===== src/rtl/nn_pkg.sv =====
// Shared definitions for the layer controllers: word width, counter width
// helper and the collector FSM state encoding.
package nn_pkg;

  localparam int BIT_WIDTH_DEF  = 32;
  localparam int EXTRA_BITS_DEF = 2;
  localparam int WORD_W         = BIT_WIDTH_DEF + EXTRA_BITS_DEF;

  // Full word width: floating-point bits plus FloPoCo exception bits.
  function automatic int word_width(input int bit_width, input int extra_bits);
    return bit_width + extra_bits;
  endfunction

  // Counter width able to hold 0..n; never narrower than one bit.
  function automatic int cnt_width(input int n);
    return (n < 1) ? 1 : $clog2(n + 1);
  endfunction

  typedef enum logic [1:0] {
    IDLE    = 2'd0,
    CAPTURE = 2'd1,
    HOLD    = 2'd2
  } state_t;

endpackage


===== src/rtl/serial_collector_if.sv =====
// Bus between the upstream intermediate buffer / downstream consumer and the
// serial collector.
//
// Handshake: out_valid is raised by the collector when a whole frame is
// assembled and stays high, with parallel_out/error_out/net_derivative_out
// frozen, until a cycle in which out_valid and out_ready are both 1; that
// cycle is the transfer. out_ready may be driven independently of out_valid.
// start is a one-cycle pulse coincident with the upstream capture enable.
interface serial_collector_if #(
  parameter int NUM_NEURONS = 4,
  parameter int NUM_NONLIN  = 1,
  parameter int W           = 34
);
  logic                      start;
  logic [W-1:0]              serial_in;
  logic [W-1:0]              error_in;
  logic [NUM_NONLIN*W-1:0]   net_derivative_in;
  logic                      out_ready;
  logic                      out_valid;
  logic [NUM_NEURONS*W-1:0]  parallel_out;
  logic [W-1:0]              error_out;
  logic [NUM_NONLIN*W-1:0]   net_derivative_out;
  logic                      busy;
  logic                      overrun;

  modport master (
    output start, serial_in, error_in, net_derivative_in, out_ready,
    input  out_valid, parallel_out, error_out, net_derivative_out, busy, overrun
  );

  modport slave (
    input  start, serial_in, error_in, net_derivative_in, out_ready,
    output out_valid, parallel_out, error_out, net_derivative_out, busy, overrun
  );
endinterface


===== src/rtl/serial_collector_slot_counter.sv =====
// slot_counter: clear/enable up-counter over 0..LIMIT-1 with a terminal-count
// flag. Wraps to 0 after the terminal value so it never exceeds LIMIT-1.
module slot_counter
  import nn_pkg::*;
#(
  parameter int LIMIT = 4,
  parameter int CW    = cnt_width(LIMIT)
) (
  input  logic          clk,
  input  logic          rst,
  input  logic          clear,
  input  logic          enable,
  output logic [CW-1:0] count,
  output logic          terminal
);

  logic [CW-1:0] count_q;
  logic [CW-1:0] count_d;

  assign terminal = (count_q == CW'(LIMIT - 1));
  assign count    = count_q;

  // Next count: clear wins over enable; wrap at the terminal value.
  always_comb begin
    count_d = count_q;
    if (clear) begin
      count_d = '0;
    end else if (enable) begin
      count_d = terminal ? '0 : count_q + CW'(1);
    end
  end

  // Counter register with synchronous reset.
  always_ff @(posedge clk) begin
    if (rst) begin
      count_q <= '0;
    end else begin
      count_q <= count_d;
    end
  end

endmodule


===== src/rtl/serial_collector.sv =====
// serial_collector: reassembles NUM_NEURONS serial words (lowest slot first)
// into one parallel frame, latching the error word and net derivatives
// alongside, and offers the frame to a consumer with valid/ready.
// Optional feature: define SERIAL_COLLECTOR_OVERRUN_EN to get a sticky
// overrun flag for starts that arrive while a frame is still in flight;
// otherwise overrun is tied to 0.
module serial_collector
  import nn_pkg::*;
#(
  parameter int NUM_NEURONS = 4,
  parameter int NUM_NONLIN  = 1,
  parameter int BIT_WIDTH   = 32,
  parameter int EXTRA_BITS  = 2
) (
  input  logic                clk,
  input  logic                rst,
  serial_collector_if.slave   bus,
  output state_t              dbg_state
);

  localparam int W  = word_width(BIT_WIDTH, EXTRA_BITS);
  localparam int CW = cnt_width(NUM_NEURONS);

  state_t                       state_q, state_d;
  logic [NUM_NEURONS*W-1:0]     slots_q, slots_d;
  logic [W-1:0]                 err_q, err_d;
  logic [NUM_NONLIN*W-1:0]      nd_q, nd_d;
  logic                         valid_q, valid_d;
  logic                         busy_q, busy_d;

  logic                         cnt_clear;
  logic                         cnt_en;
  logic [CW-1:0]                cnt;
  logic                         cnt_tc;
  logic                         xfer;
  logic                         accept_start;

  // A start is only honoured when the collector is free: idle, or handing
  // its frame over in this very cycle.
  assign xfer         = (state_q == HOLD) && bus.out_ready;
  assign accept_start = bus.start && ((state_q == IDLE) || xfer);

  slot_counter #(
    .LIMIT (NUM_NEURONS),
    .CW    (CW)
  ) u_slot_counter (
    .clk      (clk),
    .rst      (rst),
    .clear    (cnt_clear),
    .enable   (cnt_en),
    .count    (cnt),
    .terminal (cnt_tc)
  );

  // Next-state and datapath: slot writes, side-data latch and handshake.
  always_comb begin
    state_d   = state_q;
    slots_d   = slots_q;
    err_d     = err_q;
    nd_d      = nd_q;
    cnt_clear = 1'b0;
    cnt_en    = 1'b0;
    case (state_q)
      IDLE: begin
        if (accept_start) begin
          state_d   = CAPTURE;
          cnt_clear = 1'b1;
        end
      end
      CAPTURE: begin
        cnt_en = 1'b1;
        for (int k = 0; k < NUM_NEURONS; k++) begin
          if (cnt == CW'(k)) begin
            slots_d[k*W +: W] = bus.serial_in;
          end
        end
        // Side data belongs to the frame; take it on the first slot write.
        if (cnt == '0) begin
          err_d = bus.error_in;
          nd_d  = bus.net_derivative_in;
        end
        if (cnt_tc) begin
          state_d = HOLD;
        end
      end
      HOLD: begin
        if (xfer) begin
          if (accept_start) begin
            state_d   = CAPTURE;
            cnt_clear = 1'b1;
          end else begin
            state_d = IDLE;
          end
        end
      end
      default: begin
        state_d = IDLE;
      end
    endcase
    valid_d = (state_d == HOLD);
    busy_d  = (state_d != IDLE);
  end

  // FSM state and registered outputs; reset clears the frame completely.
  always_ff @(posedge clk) begin
    if (rst) begin
      state_q <= IDLE;
      slots_q <= '0;
      err_q   <= '0;
      nd_q    <= '0;
      valid_q <= 1'b0;
      busy_q  <= 1'b0;
    end else begin
      state_q <= state_d;
      slots_q <= slots_d;
      err_q   <= err_d;
      nd_q    <= nd_d;
      valid_q <= valid_d;
      busy_q  <= busy_d;
    end
  end

`ifdef SERIAL_COLLECTOR_OVERRUN_EN
  logic overrun_q, overrun_d;
  logic drop_start;

  assign drop_start = bus.start && !accept_start;

  // Sticky record of any start that arrived while a frame was in flight.
  always_comb begin
    overrun_d = overrun_q | drop_start;
  end

  // Overrun register, cleared only by reset.
  always_ff @(posedge clk) begin
    if (rst) begin
      overrun_q <= 1'b0;
    end else begin
      overrun_q <= overrun_d;
    end
  end

  assign bus.overrun = overrun_q;
`else
  assign bus.overrun = 1'b0;
`endif

  assign bus.out_valid          = valid_q;
  assign bus.busy               = busy_q;
  assign bus.parallel_out       = slots_q;
  assign bus.error_out          = err_q;
  assign bus.net_derivative_out = nd_q;
  assign dbg_state              = state_q;

endmodule


===== src/flat_wrapper.sv =====
// flat-port wrapper written by rule: the top's interface ports become plain ports
module serial_collector_flat import nn_pkg::*;
#(
  parameter int NUM_NEURONS = 4,
  parameter int NUM_NONLIN  = 1,
  parameter int BIT_WIDTH   = 32,
  parameter int EXTRA_BITS  = 2
)
  (clk, rst, dbg_state, bus_start, bus_serial_in, bus_error_in, bus_net_derivative_in, bus_out_ready, bus_out_valid, bus_parallel_out, bus_error_out, bus_net_derivative_out, bus_busy, bus_overrun);
  serial_collector_if #(.NUM_NEURONS(NUM_NEURONS), .NUM_NONLIN(NUM_NONLIN), .W(((32) + (2)))) bus_i ();
  input  logic clk;
  input  logic rst;
  output state_t dbg_state;
  input wire logic [$bits(bus_i.start)-1:0] bus_start;
  input wire logic [$bits(bus_i.serial_in)-1:0] bus_serial_in;
  input wire logic [$bits(bus_i.error_in)-1:0] bus_error_in;
  input wire logic [$bits(bus_i.net_derivative_in)-1:0] bus_net_derivative_in;
  input wire logic [$bits(bus_i.out_ready)-1:0] bus_out_ready;
  output wire logic [$bits(bus_i.out_valid)-1:0] bus_out_valid;
  output wire logic [$bits(bus_i.parallel_out)-1:0] bus_parallel_out;
  output wire logic [$bits(bus_i.error_out)-1:0] bus_error_out;
  output wire logic [$bits(bus_i.net_derivative_out)-1:0] bus_net_derivative_out;
  output wire logic [$bits(bus_i.busy)-1:0] bus_busy;
  output wire logic [$bits(bus_i.overrun)-1:0] bus_overrun;
  assign bus_i.start = bus_start;
  assign bus_i.serial_in = bus_serial_in;
  assign bus_i.error_in = bus_error_in;
  assign bus_i.net_derivative_in = bus_net_derivative_in;
  assign bus_i.out_ready = bus_out_ready;
  assign bus_out_valid = bus_i.out_valid;
  assign bus_parallel_out = bus_i.parallel_out;
  assign bus_error_out = bus_i.error_out;
  assign bus_net_derivative_out = bus_i.net_derivative_out;
  assign bus_busy = bus_i.busy;
  assign bus_overrun = bus_i.overrun;
  serial_collector #(.NUM_NEURONS(NUM_NEURONS), .NUM_NONLIN(NUM_NONLIN), .BIT_WIDTH(BIT_WIDTH), .EXTRA_BITS(EXTRA_BITS)) u_core (.clk(clk), .rst(rst), .bus(bus_i), .dbg_state(dbg_state));
endmodule

===== config.mk =====
export PLATFORM = sky130hd
export DESIGN_NAME = serial_collector_flat
export DESIGN_NICKNAME = d
export VERILOG_FILES = /design/src/rtl/nn_pkg.sv /design/src/rtl/serial_collector_if.sv /design/src/rtl/serial_collector_slot_counter.sv /design/src/rtl/serial_collector.sv /design/src/flat_wrapper.sv
export SDC_FILE = /design/constraint.sdc
export NUM_CORES = 1
export LEC_CHECK = 0
export BUFFER_PORTS_ARGS = -buffer_cell sky130_fd_sc_hd__buf_2
export CORE_MARGIN = 10
export CORE_UTILIZATION = 47
export DETAILED_ROUTE_END_ITERATION = 10
export PLACE_DENSITY = 0.79
export SETUP_SLACK_MARGIN = 0.15
export SLEW_MARGIN = 10
export SYNTH_ARGS = -nofsm -noshare
export SYNTH_HDL_FRONTEND = slang
export SYNTH_SLANG_ARGS = --single-unit

===== constraint.sdc =====
create_clock -name clk -period 2.1 [get_ports clk]
set_input_delay 0.315 -clock clk [delete_from_list [all_inputs] [get_ports clk]]
set_output_delay 0.315 -clock clk [all_outputs]
set_load 0.01 [all_outputs]

---- After elaboration in Yosys (flattened, before gate mapping) ----
Cells that the tools add are included.
word-level totals
  register bits ........................... 211
  bits of input ports ..................... 106
  word-level logic and storage cells ...... 38
operators by class
  add/sub/neg operators ................... 1
  equality and inequality tests ........... 6
  mux-type cells .......................... 10
  reduce and logical (&&, ||, !) cells .... 11
operators with widths
  cell                 count
  $reduce_and 2->1     4
  $eq 3x2->1 const B   2
  $mux 2               3
  $pmux 2 s3           1
  $eq 2x2->1 const B   2
  $mux 1               4
  $add 3x1->3 const B  1
  $eq 3x1->1 const B   1
  $logic_not 3->1      1
  $mux 3               1
  $eq 2x1->1 const B   1
  $logic_and 1x1->1    2
  $logic_not 2->1      1
  $pmux 1 s2           1
  $reduce_bool 2->1    1
  $reduce_or 2->1      1
  $logic_or 1x1->1     1

---- Logic depth before layout (Yosys ltp) ----
Gate-level depths: netlist (run 1).
  word-level depth ........................ 8
  depth in mapped cells ................... 7

---- Cells and area by module ----
Synthesis (run 1) repeated with hierarchy kept, for this count alone.
second synthesis, totals
  cell total of the unflattened synthesis .. 813
  area total of the unflattened synthesis .. 8,675.8 um2
modules (own cells, without submodules)
  module            times used  cells each  area each (um2)  sequential area each (um2)
  serial_collector  1           799         8,543.2          4,164.0
  slot_counter      1           14          132.6            60.1

---- Least setup slack after synthesis (run 1) ----
No wires, ideal clock.
  path kind ............................... flip-flop to flip-flop
  from .................................... register u_core.u_slot_counter.count_q[0], in the netlist u_core.u_slot_counter.count[0]
  to ...................................... register u_core.err_q[0], in the netlist u_core.bus.error_out[0]
  library setup time ...................... 0.070 ns
  arrival time ............................ 1.393 ns
  data required time ...................... 2.030 ns
  path slack .............................. 0.637 ns
  stages on the path, launching flop included .. 8
  buffers on the path ..................... 2
  path through ............................ dfxtp_1 inv_1 ha_1 nand4bb_1 buf_2 buf_1 nand2_1 a21oi_1
between the ends
  word-level cells in the longest chain between the ends .. 2
ends and longest elaborated chain
  element                     RTL line                             text
  start, declared             serial_collector_slot_counter.sv:17  logic [CW-1:0] count_q;
  start signal, assigned      serial_collector_slot_counter.sv:38  count_q <= count_d;
  $logic_not 3->1             serial_collector.sv:78               if (cnt == '0) begin
  $reduce_and 2->1 (no line)  --
  end signal, assigned        serial_collector.sv:116              err_q <= err_d;
  end, declared               serial_collector.sv:26               logic [W-1:0] err_q, err_d;
Every way passes these cells.
A chain may end at the register's enable or synchronous reset.

---- Worst setup path in the final report (run 1) ----
  from .................................... register u_core.u_slot_counter.count_q[0], in the netlist u_core.u_slot_counter.count[0]
  to ...................................... register u_core.slots_q[25], in the netlist u_core.bus.parallel_out[25]
between the ends
  word-level cells in the longest chain between the ends .. 2
ends and longest elaborated chain
  element                     RTL line                 text
  $logic_not 3->1             serial_collector.sv:73   if (cnt == CW'(k)) begin
  $reduce_and 2->1 (no line)  --
  end signal, assigned        serial_collector.sv:115  slots_q <= slots_d;
  end, declared               serial_collector.sv:25   logic [NUM_NEURONS*W-1:0] slots_q, slots_d;
Every way passes these cells.

==> impl_metrics.yaml, run 1 <==
drt:
  num_vias: 7240
  drtIter0Drc: 371
  wl_per_cell_um: 16.7
  antenna_left: 0
  vias_per_cell: 5.03
  drc_errors: 0
  routed_wl_mm: 24.0
  drt_first_pass_iters: 4
clock_network:
  cts-hold-fix-buffers: 0
  post_cts_buffers: 0
  post_cts_resized: 0
  cts_tree: "yes"
  cts_root_buf: "clkbuf_16"
  path_clk_slew_ps: 60
  clkSinkCount: 211
  clk_latency_ps: 490
  cts_htree_levels: 1
  cts_max_path_buffers: 3
  cts_made_buffers: 22
logic_synthesis:
  ys_seq_elements: 211
  synth-edff-count: 0
  syn_inst: 934
  yosysWarnings: 0
  ys_types: 20
  ys.flop_type: "dfxtp_1"
  syn_area_um2: 7420
  synth.top_cell.area_share: 0.570
  yosysSeqAreaShare: 0.570
  synth_common_cells: "412 x nand2_1, 211 x dfxtp_1, 210 x a21oi_1"
  yosysTopAreaCell: "dfxtp_1"
  yosysMostFrequentCell: "nand2_1"
  avgSynthCellArea_um2: 7.94
  ys_async_sr_fraction: 0
  synthTopCellsByArea: "dfxtp_1 57%, nand2_1 21%, a21oi_1 14%"
  syn_nets: 1044
layout:
  fill_cells: 1385
  syn_to_final_growth_pct: 32.5
  finish.utilization: 0.642
  drive_gt1_frac: 0.299
  multi_input_area_um2: 2850
  num-nets-final: 1325
  fin_area_um2: 9830
  stdcell_count: 1439
  seqCellArea_um2: 4220
place:
  io_buffers: 313
  dp_hpwl_mm: 17.0
  dpl.cell_count: 1402
  gp_congestion: 0.811
  dpl_worst_slack_ps: 360
  postPlaceCellArea_um2: 9150
sta:
  min_period_ps: 1750
  setup_tns_ps: 0
  finalHoldViolCount: 0
  timing.final.max_slew_violations: 0
  setup_viol_count_final: 0
  fmax_ghz: 0.573
  rsz0062_at_grt: "false"
  clock_skew_ps: 12.9
  setup_ws_ps: 355
  period_share: 0.831
status:
  status: "finished clean"
global_routing:
  grt_use_total: 0.213
  grt-ovfl-total: 0
  grt_pass1_vias: 6960
  grt_max_degree: 69
  grt_first_pass_wirelength_mm: 37.9
  antenna_found_initial: 3
floorplanning:
  io-pin-count: 315
  rows: 45
  core_um2: 15300
  die_h_um: 146
  die_x_um: 146
  initial_core_util: 0.484
  dieArea_um2: 21200
critical_path:
  max_stage_delay_ps: 470
  endpoint_kind: "register"
  crit_type: "register to register"
  start_kind: "register"
  critPathBufInv: 2
  cp.required_ps: 2510
  cp_slowest_cell: "and4bb_4"
  r2r_slack_ps: 350
  path_delay_family: "simple AND/OR/NAND/NOR gates"
  critPathMaxFanout: 20
  crit_chain: "inv_1, ha_1, and4bb_4, buf_4, nand2_1, a21oi_1"
  crit_arrival_ps: 2160
worst_hold_path:
  min_path_type: "input port to register"
power_and_ir_drop:
  power_density_nw_per_um2: 883
  p_leak_uw: 0.00434
  ir_drop_mv: 0.487
run:
  cap_violations: 0
==> sequential cells by signal, indices dropped and copies added (netlist names) <==
name	flops
u_core.bus.parallel_out	136
u_core.bus.error_out	34
u_core.bus.net_derivative_out	34
u_core.u_slot_counter.count	3
u_core.dbg_state	2
u_core.bus.busy	1
u_core.bus.out_valid	1
==> power breakdown <==
group / total (uW) / internal, uW / switching [uW]
Combinational: 830 / 317 / 513
Sequential: 4220 / 4150 / 73.1
Clock: 3620 / 2160 / 1460
==> final timing paths <==
path | start | endpoint | cells after the start
setup / recovery | u_core.u_slot_counter.count[0] | u_core.bus.parallel_out[25] | 6
hold / removal | bus_net_derivative_in[16] | u_core.bus.net_derivative_out[16] | 3
hold reg to reg | u_core.bus.net_derivative_out[4] | u_core.bus.net_derivative_out[4] | 2
setup reg to reg | u_core.u_slot_counter.count[0] | u_core.bus.parallel_out[25] | 6
==> metrics by stage <==
step | hold slack, ps | total power [uW]
final | 54.6 | 8670
after global routing | 55.6 | 9020
after CTS | 42.3 | 8770
after detailed placement | 443 | 5140
after global placement | 438 | 5130
after floorplan | 451 | 4730
==> worst min-delay path, delay by kind of cell <==
family                 cells  cell delay, ps
buffers and inverters      1              90
AND/OR/NAND/NOR            1              40
AO/OA/AOI/OAI              1              50
==> metal layers <==
metal | wire (um) | global-route usage | vias to the layer above
met4 | 621 | 0.0693 | 2
met3 | 2690 | 0.0829 | 44
li1 | - | - | 3567
met5 | 7 | 0 | -
met2 | 11600 | 0.353 | 305
met1 | 9140 | 0.248 | 3322
==> placed cells by master (no fill, tap or decap), drive strengths merged, types with 2 or more instances in the layout <==
cell type	n
a21oi	210
and4bb	4
buf	330
clkbuf	35
dfxtp	211
diode	2
ha	4
inv	4
nand2	412
nand2b	2
nand4bb	4
nor2b	2
o21ai	3
==> cell type report <==
class                   count  area share
diodes                      2    0.000509
clock buffers              35      0.0683
inverters                   4     0.00153
multi-input cells         646       0.290
flip-flops and latches    211       0.430
well taps                 211      0.0269
repair buffers            330       0.183
==> cells by family (layout without fill, tap and decap cells) <==
group,count (synthesis),in the layout,synth area share
flops,211,211,0.570
fa+ha+maj,4,4,0.00675
other cells,1,3,0.000506
simple gates,426,426,0.226
buf+inv,77,369,0.0513
compound gates,215,215,0.146
(Power assumes the default switching activity.)
==> run 2, diff against run 1 <==
--- a/config.mk
+++ b/config.mk
@@ -7,9 +7,9 @@
 export LEC_CHECK = 0
 export BUFFER_PORTS_ARGS = -buffer_cell sky130_fd_sc_hd__buf_2
 export CORE_MARGIN = 10
-export CORE_UTILIZATION = 47
+export CORE_UTILIZATION = 43
 export DETAILED_ROUTE_END_ITERATION = 10
-export PLACE_DENSITY = 0.79
+export PLACE_DENSITY = 0.76
 export SETUP_SLACK_MARGIN = 0.15
 export SLEW_MARGIN = 10
 export SYNTH_ARGS = -nofsm -noshare
==> constraint.sdc (replaced) <==
create_clock -name clk -period 1.57 [get_ports clk]
set_input_delay 0.2355 -clock clk [delete_from_list [all_inputs] [get_ports clk]]
set_output_delay 0.2355 -clock clk [all_outputs]
set_load 0.01 [all_outputs]
==> run 2 against run 1 <==
Net effect: sequential power up 34%; clock power up 41%; total power up 44%; cell count up 9.5%; fmax up 13%; sequential share of layout area down 7.7 points; worst setup slack worse by 330 ps; wire length up 36%; worst hold slack worse by 45 ps; die area up 8.0%; design area up 22%; critical path type unchanged; critical endpoint is now u_core.bus.net_derivative_out[9]; highest routed layer is now met4.
==> impl_metrics.yaml, run 2 (synthesis results as in run 1) <==
clock_network:
  cts_root_buf: "clkbuf_16"
  clk_latency_ps: 500
  cts_htree_levels: 1
  cts_made_buffers: 23
  cts_max_path_buffers: 3
  clkSinkCount: 211
  path_clk_slew_ps: 60
  cts_tree: "yes"
place:
  io_buffers: 313
  dp_hpwl_mm: 18.1
  postPlaceCellArea_um2: 9330
  dpl.cell_count: 1424
  gp_congestion: 0.848
layout:
  finish.utilization: 0.717
  largest_reg_flops: 136
  stdcell_count: 1575
  num-nets-final: 1449
  syn_to_final_growth_pct: 62.0
  layout_commonest_cell: "nand2_1"
  n_antenna_cell: 0
  seqCellArea_um2: 4240
  fin_area_um2: 12000
  final_cell_mix: "391 x nand2_1, 312 x buf_2, 206 x dfxtp_1"
  fill_cells: 1211
  multi_input_area_um2: 3300
  drive_gt1_frac: 0.387
worst_hold_path:
  worstHoldEndpoint: "u_core.bus.parallel_out[48]"
  hold_depth: 3
  hold_start: "bus_serial_in[14]"
  min_path_type: "input port to register"
floorplanning:
  core_um2: 16800
  die_h_um: 151
  rows: 47
  initial_core_util: 0.442
  dieArea_um2: 22900
  die_x_um: 151
  io-pin-count: 315
global_routing:
  grt_util_met2: 0.403
  grt_use_met1: 0.269
  grt.busiest_layer: "met2"
  grt_first_pass_wirelength_mm: 43.3
  antenna_found_initial: 0
  grt_pass1_vias: 8021
  grt-ovfl-total: 0
  grt_util_met3: 0.0808
  grt_max_degree: 42
  grt_use_total: 0.237
power_and_ir_drop:
  power_density_nw_per_um2: 1040
  totalPowerFinal_uw: 12500
  ir_drop_mv: 1.06
  p_leak_uw: 0.00523
sta:
  timing.final.max_slew_violations: 0
  rsz0062_at_grt: "true"
  min_period_ps: 1550
  fmax_ghz: 0.646
  period_share: 0.986
  finalHoldViolCount: 0
  fin_hold_ws_ps: 10.0
  setup_viol_count_final: 0
  clock_skew_ps: 12.1
critical_path:
  reg2reg_depth: 8
  crit_type: "register to register"
  critPathMaxFanout: 7
  crit_arrival_ps: 1960
  start_kind: "register"
  cp.required_ps: 1980
  endpoint_kind: "register"
  r2r-end: "u_core.bus.net_derivative_out[9]"
  r2r-start: "u_core.u_slot_counter.count[0]"
  r2r_slack_ps: 20
drt:
  drc_errors: 0
  num_vias: 8306
  drtIter0Drc: 626
  wl_per_cell_um: 20.7
  antenna_left: 0
  vias_per_cell: 5.27
  drt_first_pass_iters: 5
  routed_wl_mm: 32.7
status:
  status: "finished clean"
run:
  cap_violations: 0
-- run 2: cell type report --
cell class,count,area share
inverter,4,0.00125
sequential,211,0.353
multi-input combinational,646,0.274
timing repair buffer,453,0.290
clock buffer,32,0.0541
clock inverter,9,0.00448
tap,220,0.0229
-- run 2: per-stage QoR --
stage,TNS [ps],worst slack [ps]
detailed placement,0,38.1
floorplan,0,109
finish,0,22.0
CTS,0,78.7
global placement,0,133
global route,-164,-32.3
-- run 2: worst max path at each step --
stage,cells after the start,startpoint,to
after detailed placement,6,u_core.u_slot_counter.count[0],u_core.bus.net_derivative_out[21]
after floorplan,7,u_core.u_slot_counter.count[0],u_core.bus.error_out[33]
after global placement,6,u_core.u_slot_counter.count[0],u_core.bus.net_derivative_out[24]
after CTS,8,u_core.u_slot_counter.count[0],u_core.bus.parallel_out[16]
final,8,u_core.u_slot_counter.count[0],u_core.bus.net_derivative_out[9]
after global routing,8,u_core.u_slot_counter.count[0],u_core.bus.error_out[31]
-- run 2: what timing repair did --
item,CTS,global route
cloned,7,16
resized for setup,32,123
buffers inserted,13,2
setup endpoints to repair,167,203
hold buffers,72,0
hold endpoints to repair,76,0
pin swaps,3,32
-- run 2: worst max-delay path, stage by stage (launching register included) --
cell	delay [ps]
dfxtp_2	320
inv_2	80
ha_4	130
and4bb_4	280
buf_6	110
buf_6	120
buf_16	160
nand2_4	70
a21oi_2	200
-- run 2: power by group --
| group | switching [uW] | internal (uW) |
|---|---|---|
| logic | 961 | 821 |
| clock network | 2190 | 2900 |
| registers | 109 | 5550 |
-- run 2: per-layer routing --
metal  part of all wire  vias to the layer above  wire (um)
met4              0.042                        0       1380
li1                   -                     3824          -
met5                  0                        -          0
met2               0.48                      498      15600
met1               0.37                     3898      12000
met3               0.11                       86       3640
